==> src/rtl/mem_req_pkg.sv <==
// -----------------------------------------------------------------------------
// mem_req_pkg
// Shared types and default widths for the scratch-memory request sequencer.
//   state_t   : sequencer FSM states (3-bit encoding)
//   mem_req_t : request layout {we, addr, wdata} at the default widths
//   req_width : packed request width for arbitrary address/data widths
// -----------------------------------------------------------------------------
package mem_req_pkg;

    localparam int ADDR_W_DEF     = 2;
    localparam int DATA_W_DEF     = 8;
    localparam int FIFO_DEPTH_DEF = 2;

    typedef enum logic [2:0] {
        IDLE  = 3'd0,
        WRITE = 3'd1,
        READ  = 3'd2,
        CAPT  = 3'd3,
        RESP  = 3'd4
    } state_t;

    // Packed as {we, addr, wdata}; the top level uses the same bit order
    // for any parameterisation, so this struct documents the layout.
    typedef struct packed {
        logic                  we;
        logic [ADDR_W_DEF-1:0] addr;
        logic [DATA_W_DEF-1:0] wdata;
    } mem_req_t;

    function automatic int req_width(input int addr_w, input int data_w);
        return 1 + addr_w + data_w;
    endfunction

endpackage

==> src/rtl/mem_req_fifo.sv <==
// -----------------------------------------------------------------------------
// mem_req_fifo
// Small in-order request buffer with wrap-around pointers and an occupancy
// counter. DEPTH must be a power of two so the pointers wrap naturally.
//   clk, rst_n : clock, asynchronous active-low reset
//   push_i     : write wdata_i (ignored when full)
//   pop_i      : drop the head entry (ignored when empty)
//   wdata_i    : entry to push
//   rdata_o    : current head entry (valid when !empty_o)
//   full_o     : occupancy == DEPTH
//   empty_o    : occupancy == 0
// -----------------------------------------------------------------------------
module mem_req_fifo #(
    parameter int DEPTH = 2,
    parameter int WIDTH = 11
) (
    input  logic             clk,
    input  logic             rst_n,
    input  logic             push_i,
    input  logic             pop_i,
    input  logic [WIDTH-1:0] wdata_i,
    output logic [WIDTH-1:0] rdata_o,
    output logic             full_o,
    output logic             empty_o
);

    localparam int PTR_W = (DEPTH > 1) ? $clog2(DEPTH) : 1;
    localparam int CNT_W = $clog2(DEPTH + 1);

    logic [WIDTH-1:0] mem_q [DEPTH];
    logic [PTR_W-1:0] wr_ptr_q, wr_ptr_d;
    logic [PTR_W-1:0] rd_ptr_q, rd_ptr_d;
    logic [CNT_W-1:0] cnt_q, cnt_d;
    logic             do_push;
    logic             do_pop;

    assign full_o  = (cnt_q == CNT_W'(DEPTH));
    assign empty_o = (cnt_q == '0);

    // A push while full is dropped even if a pop happens in the same cycle;
    // the producer only sees ready from the registered count.
    assign do_push = push_i && !full_o;
    assign do_pop  = pop_i && !empty_o;

    assign rdata_o = mem_q[rd_ptr_q];

    always_comb begin
        wr_ptr_d = wr_ptr_q;
        rd_ptr_d = rd_ptr_q;
        cnt_d    = cnt_q;
        if (do_push) begin
            wr_ptr_d = wr_ptr_q + PTR_W'(1);
        end
        if (do_pop) begin
            rd_ptr_d = rd_ptr_q + PTR_W'(1);
        end
        case ({do_push, do_pop})
            2'b10:   cnt_d = cnt_q + CNT_W'(1);
            2'b01:   cnt_d = cnt_q - CNT_W'(1);
            default: cnt_d = cnt_q;
        endcase
    end

    always_ff @(posedge clk or negedge rst_n) begin
        if (!rst_n) begin
            wr_ptr_q <= '0;
            rd_ptr_q <= '0;
            cnt_q    <= '0;
        end else begin
            wr_ptr_q <= wr_ptr_d;
            rd_ptr_q <= rd_ptr_d;
            cnt_q    <= cnt_d;
        end
    end

    // Storage needs no reset: entries are only read when counted as valid.
    always_ff @(posedge clk) begin
        if (do_push) begin
            mem_q[wr_ptr_q] <= wdata_i;
        end
    end

endmodule

==> src/rtl/mem_req_ctrl.sv <==
// -----------------------------------------------------------------------------
// mem_req_ctrl
// Request sequencer in front of a small synchronous scratch memory. Requests
// are buffered in order, issued to the memory from registered pins (one
// strobe at a time) and read data is returned over a valid/ready handshake.
//   clk, rst_n        : clock, asynchronous active-low reset
//   req_valid/ready   : request handshake; req_ready = FIFO not full
//   req_we/addr/wdata : request payload (wdata ignored for reads)
//   rsp_valid/ready   : read-response handshake
//   rsp_rdata         : captured read data, held while stalled
//   mem_addr          : registered memory address
//   mem_write_en      : registered write strobe (one cycle per write)
//   mem_read_en       : registered read strobe (one cycle per read)
//   mem_write_in      : registered write data
//   mem_read_out      : memory read data, valid the cycle after mem_read_en
//   busy              : FIFO non-empty or FSM not IDLE
// -----------------------------------------------------------------------------
module mem_req_ctrl
    import mem_req_pkg::*;
#(
    parameter int ADDR_W     = ADDR_W_DEF,
    parameter int DATA_W     = DATA_W_DEF,
    parameter int FIFO_DEPTH = FIFO_DEPTH_DEF
) (
    input  logic              clk,
    input  logic              rst_n,
    input  logic              req_valid,
    output logic              req_ready,
    input  logic              req_we,
    input  logic [ADDR_W-1:0] req_addr,
    input  logic [DATA_W-1:0] req_wdata,
    output logic              rsp_valid,
    output logic [DATA_W-1:0] rsp_rdata,
    input  logic              rsp_ready,
    output logic [ADDR_W-1:0] mem_addr,
    output logic              mem_write_en,
    output logic              mem_read_en,
    output logic [DATA_W-1:0] mem_write_in,
    input  logic [DATA_W-1:0] mem_read_out,
    output logic              busy
);

    localparam int REQ_W = req_width(ADDR_W, DATA_W);

    state_t            state_q, state_d;
    logic [ADDR_W-1:0] mem_addr_q, mem_addr_d;
    logic              mem_we_q, mem_we_d;
    logic              mem_re_q, mem_re_d;
    logic [DATA_W-1:0] mem_wdata_q, mem_wdata_d;
    logic [DATA_W-1:0] rsp_rdata_q, rsp_rdata_d;

    logic              fifo_push;
    logic              fifo_pop;
    logic              fifo_full;
    logic              fifo_empty;
    logic [REQ_W-1:0]  fifo_wdata;
    logic [REQ_W-1:0]  fifo_head;

    logic              head_we;
    logic [ADDR_W-1:0] head_addr;
    logic [DATA_W-1:0] head_wdata;

    assign req_ready  = !fifo_full;
    assign fifo_push  = req_valid && req_ready;
    assign fifo_wdata = {req_we, req_addr, req_wdata};

    assign head_we    = fifo_head[REQ_W-1];
    assign head_addr  = fifo_head[DATA_W +: ADDR_W];
    assign head_wdata = fifo_head[DATA_W-1:0];

    mem_req_fifo #(
        .DEPTH (FIFO_DEPTH),
        .WIDTH (REQ_W)
    ) u_fifo (
        .clk     (clk),
        .rst_n   (rst_n),
        .push_i  (fifo_push),
        .pop_i   (fifo_pop),
        .wdata_i (fifo_wdata),
        .rdata_o (fifo_head),
        .full_o  (fifo_full),
        .empty_o (fifo_empty)
    );

    // Strobes are computed here for the state being entered and registered,
    // so each is high exactly while the FSM sits in WRITE or READ.
    always_comb begin
        state_d     = state_q;
        fifo_pop    = 1'b0;
        mem_addr_d  = mem_addr_q;
        mem_we_d    = 1'b0;
        mem_re_d    = 1'b0;
        mem_wdata_d = mem_wdata_q;
        rsp_rdata_d = rsp_rdata_q;
        case (state_q)
            IDLE: begin
                if (!fifo_empty) begin
                    fifo_pop   = 1'b1;
                    mem_addr_d = head_addr;
                    if (head_we) begin
                        mem_wdata_d = head_wdata;
                        mem_we_d    = 1'b1;
                        state_d     = WRITE;
                    end else begin
                        mem_re_d = 1'b1;
                        state_d  = READ;
                    end
                end
            end
            WRITE: state_d = IDLE;
            READ:  state_d = CAPT;
            CAPT: begin
                // Memory data is valid the cycle after the read strobe.
                rsp_rdata_d = mem_read_out;
                state_d     = RESP;
            end
            RESP: begin
                if (rsp_ready) begin
                    state_d = IDLE;
                end
            end
            default: state_d = IDLE;
        endcase
    end

    always_ff @(posedge clk or negedge rst_n) begin
        if (!rst_n) begin
            state_q     <= IDLE;
            mem_addr_q  <= '0;
            mem_we_q    <= 1'b0;
            mem_re_q    <= 1'b0;
            mem_wdata_q <= '0;
            rsp_rdata_q <= '0;
        end else begin
            state_q     <= state_d;
            mem_addr_q  <= mem_addr_d;
            mem_we_q    <= mem_we_d;
            mem_re_q    <= mem_re_d;
            mem_wdata_q <= mem_wdata_d;
            rsp_rdata_q <= rsp_rdata_d;
        end
    end

    assign mem_addr     = mem_addr_q;
    assign mem_write_en = mem_we_q;
    assign mem_read_en  = mem_re_q;
    assign mem_write_in = mem_wdata_q;
    assign rsp_rdata    = rsp_rdata_q;
    assign rsp_valid    = (state_q == RESP);
    assign busy         = !fifo_empty || (state_q != IDLE);

endmodule

==> config.mk <==
export PLATFORM = sky130hd
export DESIGN_NAME = mem_req_ctrl
export DESIGN_NICKNAME = d
export VERILOG_FILES = /design/src/rtl/mem_req_pkg.sv /design/src/rtl/mem_req_fifo.sv /design/src/rtl/mem_req_ctrl.sv
export SDC_FILE = /design/constraint.sdc
export NUM_CORES = 1
export LEC_CHECK = 0
export ABC_AREA = 1
export CORE_AREA = 8 8 60 87
export DETAILED_ROUTE_END_ITERATION = 8
export DIE_AREA = 0 0 68 95
export PLACE_DENSITY = 0.94
export SLEW_MARGIN = 40
export SYNTH_ARGS = -nofsm -noshare
export SYNTH_HDL_FRONTEND = slang
export SYNTH_HIERARCHICAL = 1
export SYNTH_SLANG_ARGS = --single-unit
export TNS_END_PERCENT = 30
==> constraint.sdc <==
create_clock -name clk -period 4 [get_ports clk]
set_input_delay 0.4 -clock clk [delete_from_list [all_inputs] [get_ports clk]]
set_output_delay 0.4 -clock clk [all_outputs]
set_load 0.02 [all_outputs]
# ---- Word level (Yosys, flattened, before mapping)
# Memories as Yosys holds them, arrays and structs flattened.
# Cells that the tools add are included.
dict set report word_totals {
  reg_bits 27
  memories 1
  output_inout_bits 23
  ram_bits 22
  word_cells 51
}
dict set report classes {
  n_mux 15
  add_sub_neg 4
  reduce_logical 13
  n_bitwise 1
  eq_ne 8
}
# memory words width rd rd_ports_with_merged_regs write_ports line
set memory_table {}
lappend memory_table {u_fifo.mem_q 2 11 1 0 1 mem_req_fifo.sv:30} ;# logic [WIDTH-1:0] mem_q [DEPTH];
# op n
set op_table {}
lappend op_table {{3-bit case mux with 4 select lines} 1}
lappend op_table {{1-bit two-way mux} 10}
lappend op_table {{3-bit by 2-bit equality test with 1-bit output, second input constant} 2}
lappend op_table {{3-bit two-way mux} 2}
lappend op_table {{2-bit equality test, second input constant} 2}
lappend op_table {{2-bit case mux with 2 select lines} 1}
lappend op_table {{2-bit AND reduction} 2}
lappend op_table {{3-bit equality test, second input constant} 1}
lappend op_table {{1-bit logical AND} 3}
lappend op_table {{3-bit logical NOT} 1}
lappend op_table {{3-bit AND reduction} 1}
lappend op_table {{3-bit nonzero test} 1}
lappend op_table {{1-bit adder, second input constant} 2}
lappend op_table {{2-bit by 1-bit adder with 2-bit output, second input constant} 1}
lappend op_table {{2-bit by 1-bit equality test with 1-bit output, second input constant} 1}
lappend op_table {{1-bit logical NOT} 2}
lappend op_table {{2-bit logical NOT} 1}
lappend op_table {{2-bit two-way mux} 1}
lappend op_table {{2-bit by 1-bit != test with 1-bit output, second input constant} 1}
lappend op_table {{2-bit != test, second input constant} 1}
lappend op_table {{2-bit nonzero test} 1}
lappend op_table {{2-bit by 1-bit subtractor with 2-bit output, second input constant} 1}
lappend op_table {{1-bit logical OR} 1}
lappend op_table {{1-bit inverter} 1}

# ---- Depth between registers and ports, before layout
dict set report logic_depth {
  word_depth 6
  ltp_mapped 14
}

# ---- By module
# Netlist, hierarchy kept.
# module area_per_inst_um2 instances cells_per_inst
set modules_own_cells {}
lappend modules_own_cells {mem_req_fifo 1033.5 1 90}
lappend modules_own_cells {mem_req_ctrl 1004.7 1 105}

# ---- Worst setup path before layout
# OpenSTA, ideal clock, no wires.
dict set report synth_path {
  path_type {register to register}
  from {register u_fifo.cnt_q[1]}
  to {memory u_fifo.mem_q[1][0] (enable)}
  required_ps 3622
  path_buffers 0
  stages_incl_launch_ff 6
  arrival_ps 1289
  period_less_slack_ps 1668
  setup_slack_ps 2332
  path_cell_list {dfrtp_1 > inv_1 > nor2_2 > nor2_1 > o21ai_2 > nor2_1}
}
dict set report synth_between {
  elab_chain_len 6
}
# element line
set synth_rtl {}
lappend synth_rtl {{from (decl)} mem_req_fifo.sv:33} ;# logic [CNT_W-1:0] cnt_q, cnt_d;
lappend synth_rtl {{from (signal assigned)} mem_req_fifo.sv:72} ;# cnt_q <= cnt_d;
lappend synth_rtl {{2-bit equality test} mem_req_fifo.sv:37} ;# assign full_o = (cnt_q == CNT_W'(DEPTH));
lappend synth_rtl {{net fifo_full} mem_req_ctrl.sv:54} ;# logic fifo_full;
lappend synth_rtl {{1-bit logical NOT} mem_req_ctrl.sv:63} ;# assign req_ready = !fifo_full;
lappend synth_rtl {{1-bit logical AND} mem_req_ctrl.sv:64} ;# assign fifo_push = req_valid && req_ready;
lappend synth_rtl {{net fifo_push} mem_req_ctrl.sv:52} ;# logic fifo_push;
lappend synth_rtl {{1-bit logical AND} mem_req_fifo.sv:42} ;# assign do_push = push_i && !full_o;
lappend synth_rtl {{1-bit two-way mux} mem_req_fifo.sv:78} ;# if (do_push) begin
lappend synth_rtl {{1-bit two-way mux (not written as such)} mem_req_fifo.sv:79} ;# mem_q[wr_ptr_q] <= wdata_i;
lappend synth_rtl {{to (decl)} mem_req_fifo.sv:30}
# The timed path passes the listed nets, and every way through them passes these cells.

# ---- Worst setup path after layout
dict set report layout_path {
  from {register state_q[1]}
  to {output busy}
}
dict set report layout_between {
  elab_chain_len 2
}
# element line
set layout_rtl {}
lappend layout_rtl {{from (decl)} mem_req_ctrl.sv:45} ;# state_t state_q, state_d;
lappend layout_rtl {{from (signal assigned)} mem_req_ctrl.sv:135} ;# state_q <= state_d;
lappend layout_rtl {{3-bit nonzero test} mem_req_ctrl.sv:150} ;# assign busy = !fifo_empty || (state_q != IDLE);
lappend layout_rtl {{1-bit logical OR} mem_req_ctrl.sv:150}
lappend layout_rtl {{to (decl)} mem_req_ctrl.sv:40} ;# output logic busy
# Every way passes these cells.

==> results_dict.tcl <==
set metrics [dict create \
    status "finished, final reports clean" \
    yosysWarnings 6 \
    pre_cts_ws_ns 1.73 \
    grt_usage_pct 13.4 \
    drc 0 \
    drv_cap 0 \
    yosys-top-cells-area "dfrtp_1, edfxtp_1, nand2_1, inv_1, o21ai_2" \
    synthesis.nets 219 \
    cts_tree "built" \
    avgSynthCellArea_um2 10.5 \
    fin_skew_ns 0.00758 \
    diodes 0 \
    synth_edf_count 22 \
    path_max_fanout 12 \
    dp_hpwl_um 3030 \
    core-area_mm2 0.00392 \
    cp.required_ns 3.60 \
    syn2layout_area_growth_pct 28.5 \
    yosys-top-cells-count "nand2_1, dfrtp_1, inv_1" \
    fillCellCount 322 \
    fmax_ghz 0.433 \
    h-tree-depth 2 \
    nets 267 \
    synth-seq-cells 49 \
    drt_iter0_drc 42 \
    syn_area_mm2 0.00204 \
    seq_area_frac_synth_pct 65.6 \
    slew_violations 0 \
    gp_congestion 0.724 \
    slew_headroom_pct 62.7 \
    crit_type "register to output pin" \
    clock_sinks 49 \
    yosysMostFrequentCell "nand2_1" \
    synthCells 195 \
    row_count 28 \
    worstSkewPairLatency_ns 0.30 \
    yosysTopAreaCell "dfrtp_1" \
    vias_per_cell 4.91 \
    ant_nets 0 \
    grt-ovfl-total 0 \
    die_h_um 95 \
    dieArea_mm2 0.00646 \
    cts.clk_slew.worst_paths_ns 0.08 \
    cts_setup_buffers 0 \
    crit_path_start "state_q[1]" \
    initial_core_util_pct 51.9 \
    r2r_end "u_fifo/cnt_q[1]" \
    tightest_slew_ns 0.558 \
    cts_resized 0 \
    seq_area_mm2 0.00134 \
    synth_flop_cell "dfrtp_1" \
    rsz0062_at_grt "false" \
    dr.pass1.iters 3 \
    hold_buffers 0 \
    worstReg2RegStart "state_q[1]" \
    worst_setup_path_end_kind "output pin" \
    grt_max_degree 18 \
    cts_buffer_depth 2 \
    tns_ns 0 \
    drive_above_1_share_pct 12.3 \
    grt_pass1_wl_um 6590 \
    min_period_over_period_pct 57.7 \
    synth.top_cell.area_share_pct 33.1 \
    p_leak_nw 1.23 \
    critPathLaunchType "register" \
    arrival_ns 1.91 \
    worst_slack_ns 1.69 \
    io_buffers 45 \
    final-setup-viol-count 0 \
    cts_made_buffers 5 \
    reg2reg_setup_slack_ns 1.99 \
    fin_util_pct 66.8 \
    async_reset_ff_share_pct 55.1 \
    grt_pass1_vias 1479 \
    boundaryPins 46 \
    vias 1420 \
    vdd_ir_drop_max_uv 542 \
    hp-class "primary input to async pin" \
    multi_input_area_um2 566 \
    finalHoldViolations 0 \
    wl_per_cell_um 13.4 \
    power_density_mw_per_mm2 788 \
    ctsRootBufferMaster "clkbuf_8" \
    wirelength_um 3870 \
    ys_types 19 \
    die_w_um 68 \
    antenna_found_initial 0 \
    r2r_cells 10 \
    min_period_ns 2.31 \
]
[where the power goes]
| part | total, mW | internal, mW | switching [mW] |
|---|---|---|---|
| registers | 0.832 | 0.721 | 0.111 |
| clock network | 0.312 | 0.160 | 0.152 |
| logic | 0.922 | 0.368 | 0.554 |
[flip-flops by register name, indices dropped and copies added (netlist names), 2 cells and up]
register      flops
mem_addr          2
mem_write_in      8
rsp_rdata         8
state_q           3
u_fifo/cnt_q      2
u_fifo/mem_q     22
[routing by layer]
layer  vias up  GRT usage, %  wire (um)
li1        716             -          -
met1       659          14.1       1450
met2        39          22.8       2020
met3         6          3.68        310
met4         0          8.23         99
met5         -             0          0
[cells in the final DEF, fill, tap and decap left out]
cell              n
inv_1            23
clkbuf_8          5
nor3_1            1
clkdlybuf4s50_1  45
o21ai_2           9
nor2_4            1
o211ai_1          2
xnor2_1           1
ha_1              1
nand4_1           9
nor2_2            3
buf_4             1
inv_2             4
dfrtp_1          27
clkinv_2          1
nand2_1          74
nand2_2           1
edfxtp_1         22
clkbuf_1          1
nand3_2           4
clkbuf_16         1
nor2_1            4
nand3_1           4
[worst max path at each step]
stage	end	slack, ns	depth (start not counted)
after floorplan	u_fifo/mem_q[1][0]	2.33	5
after global placement	u_fifo/mem_q[1][8]	1.88	5
after detailed placement	u_fifo/mem_q[1][9]	1.73	5
after CTS	busy	1.66	3
after global routing	busy	1.52	3
final	busy	1.69	3
[cells by family after synthesis]
logic type | Yosys count | synth area share (%)
adders and majority gates | 1 | 0.614
xor gates and xnor gates | 1 | 0.430
DFF | 49 | 65.6
buffers and inverters | 32 | 6.81
AOI/OAI and AO/OA | 11 | 4.60
and+or+nand+nor | 101 | 22.0
[final cells by class]
class                   count  share of cell area, %
clock buffers               7                   3.72
clock inverters             1                  0.191
inverters                  27                   3.87
multi-input cells         114                   21.6
flip-flops and latches     49                   51.0
well taps                  45                   2.15
repair buffers             46                   17.5
[stage by stage]
stage	hold WS [ns]	power, mW	cells	instance area [um^2]
floorplan	0.104	1.44	195	2040
global placement	0.452	1.72	281	2510
detailed placement	0.466	1.78	281	2510
CTS	0.459	2.09	289	2620
global route	0.488	2.23	289	2620
finish	0.439	2.07	289	2620
[critical path: stages (launching register included)]
cell and delay (ns):
dfrtp_1 0.44, nor2_2 0.45, nand3_2 0.14, clkdlybuf4s50_1 0.58
No activity file was read; power rests on OpenSTA's default activity.
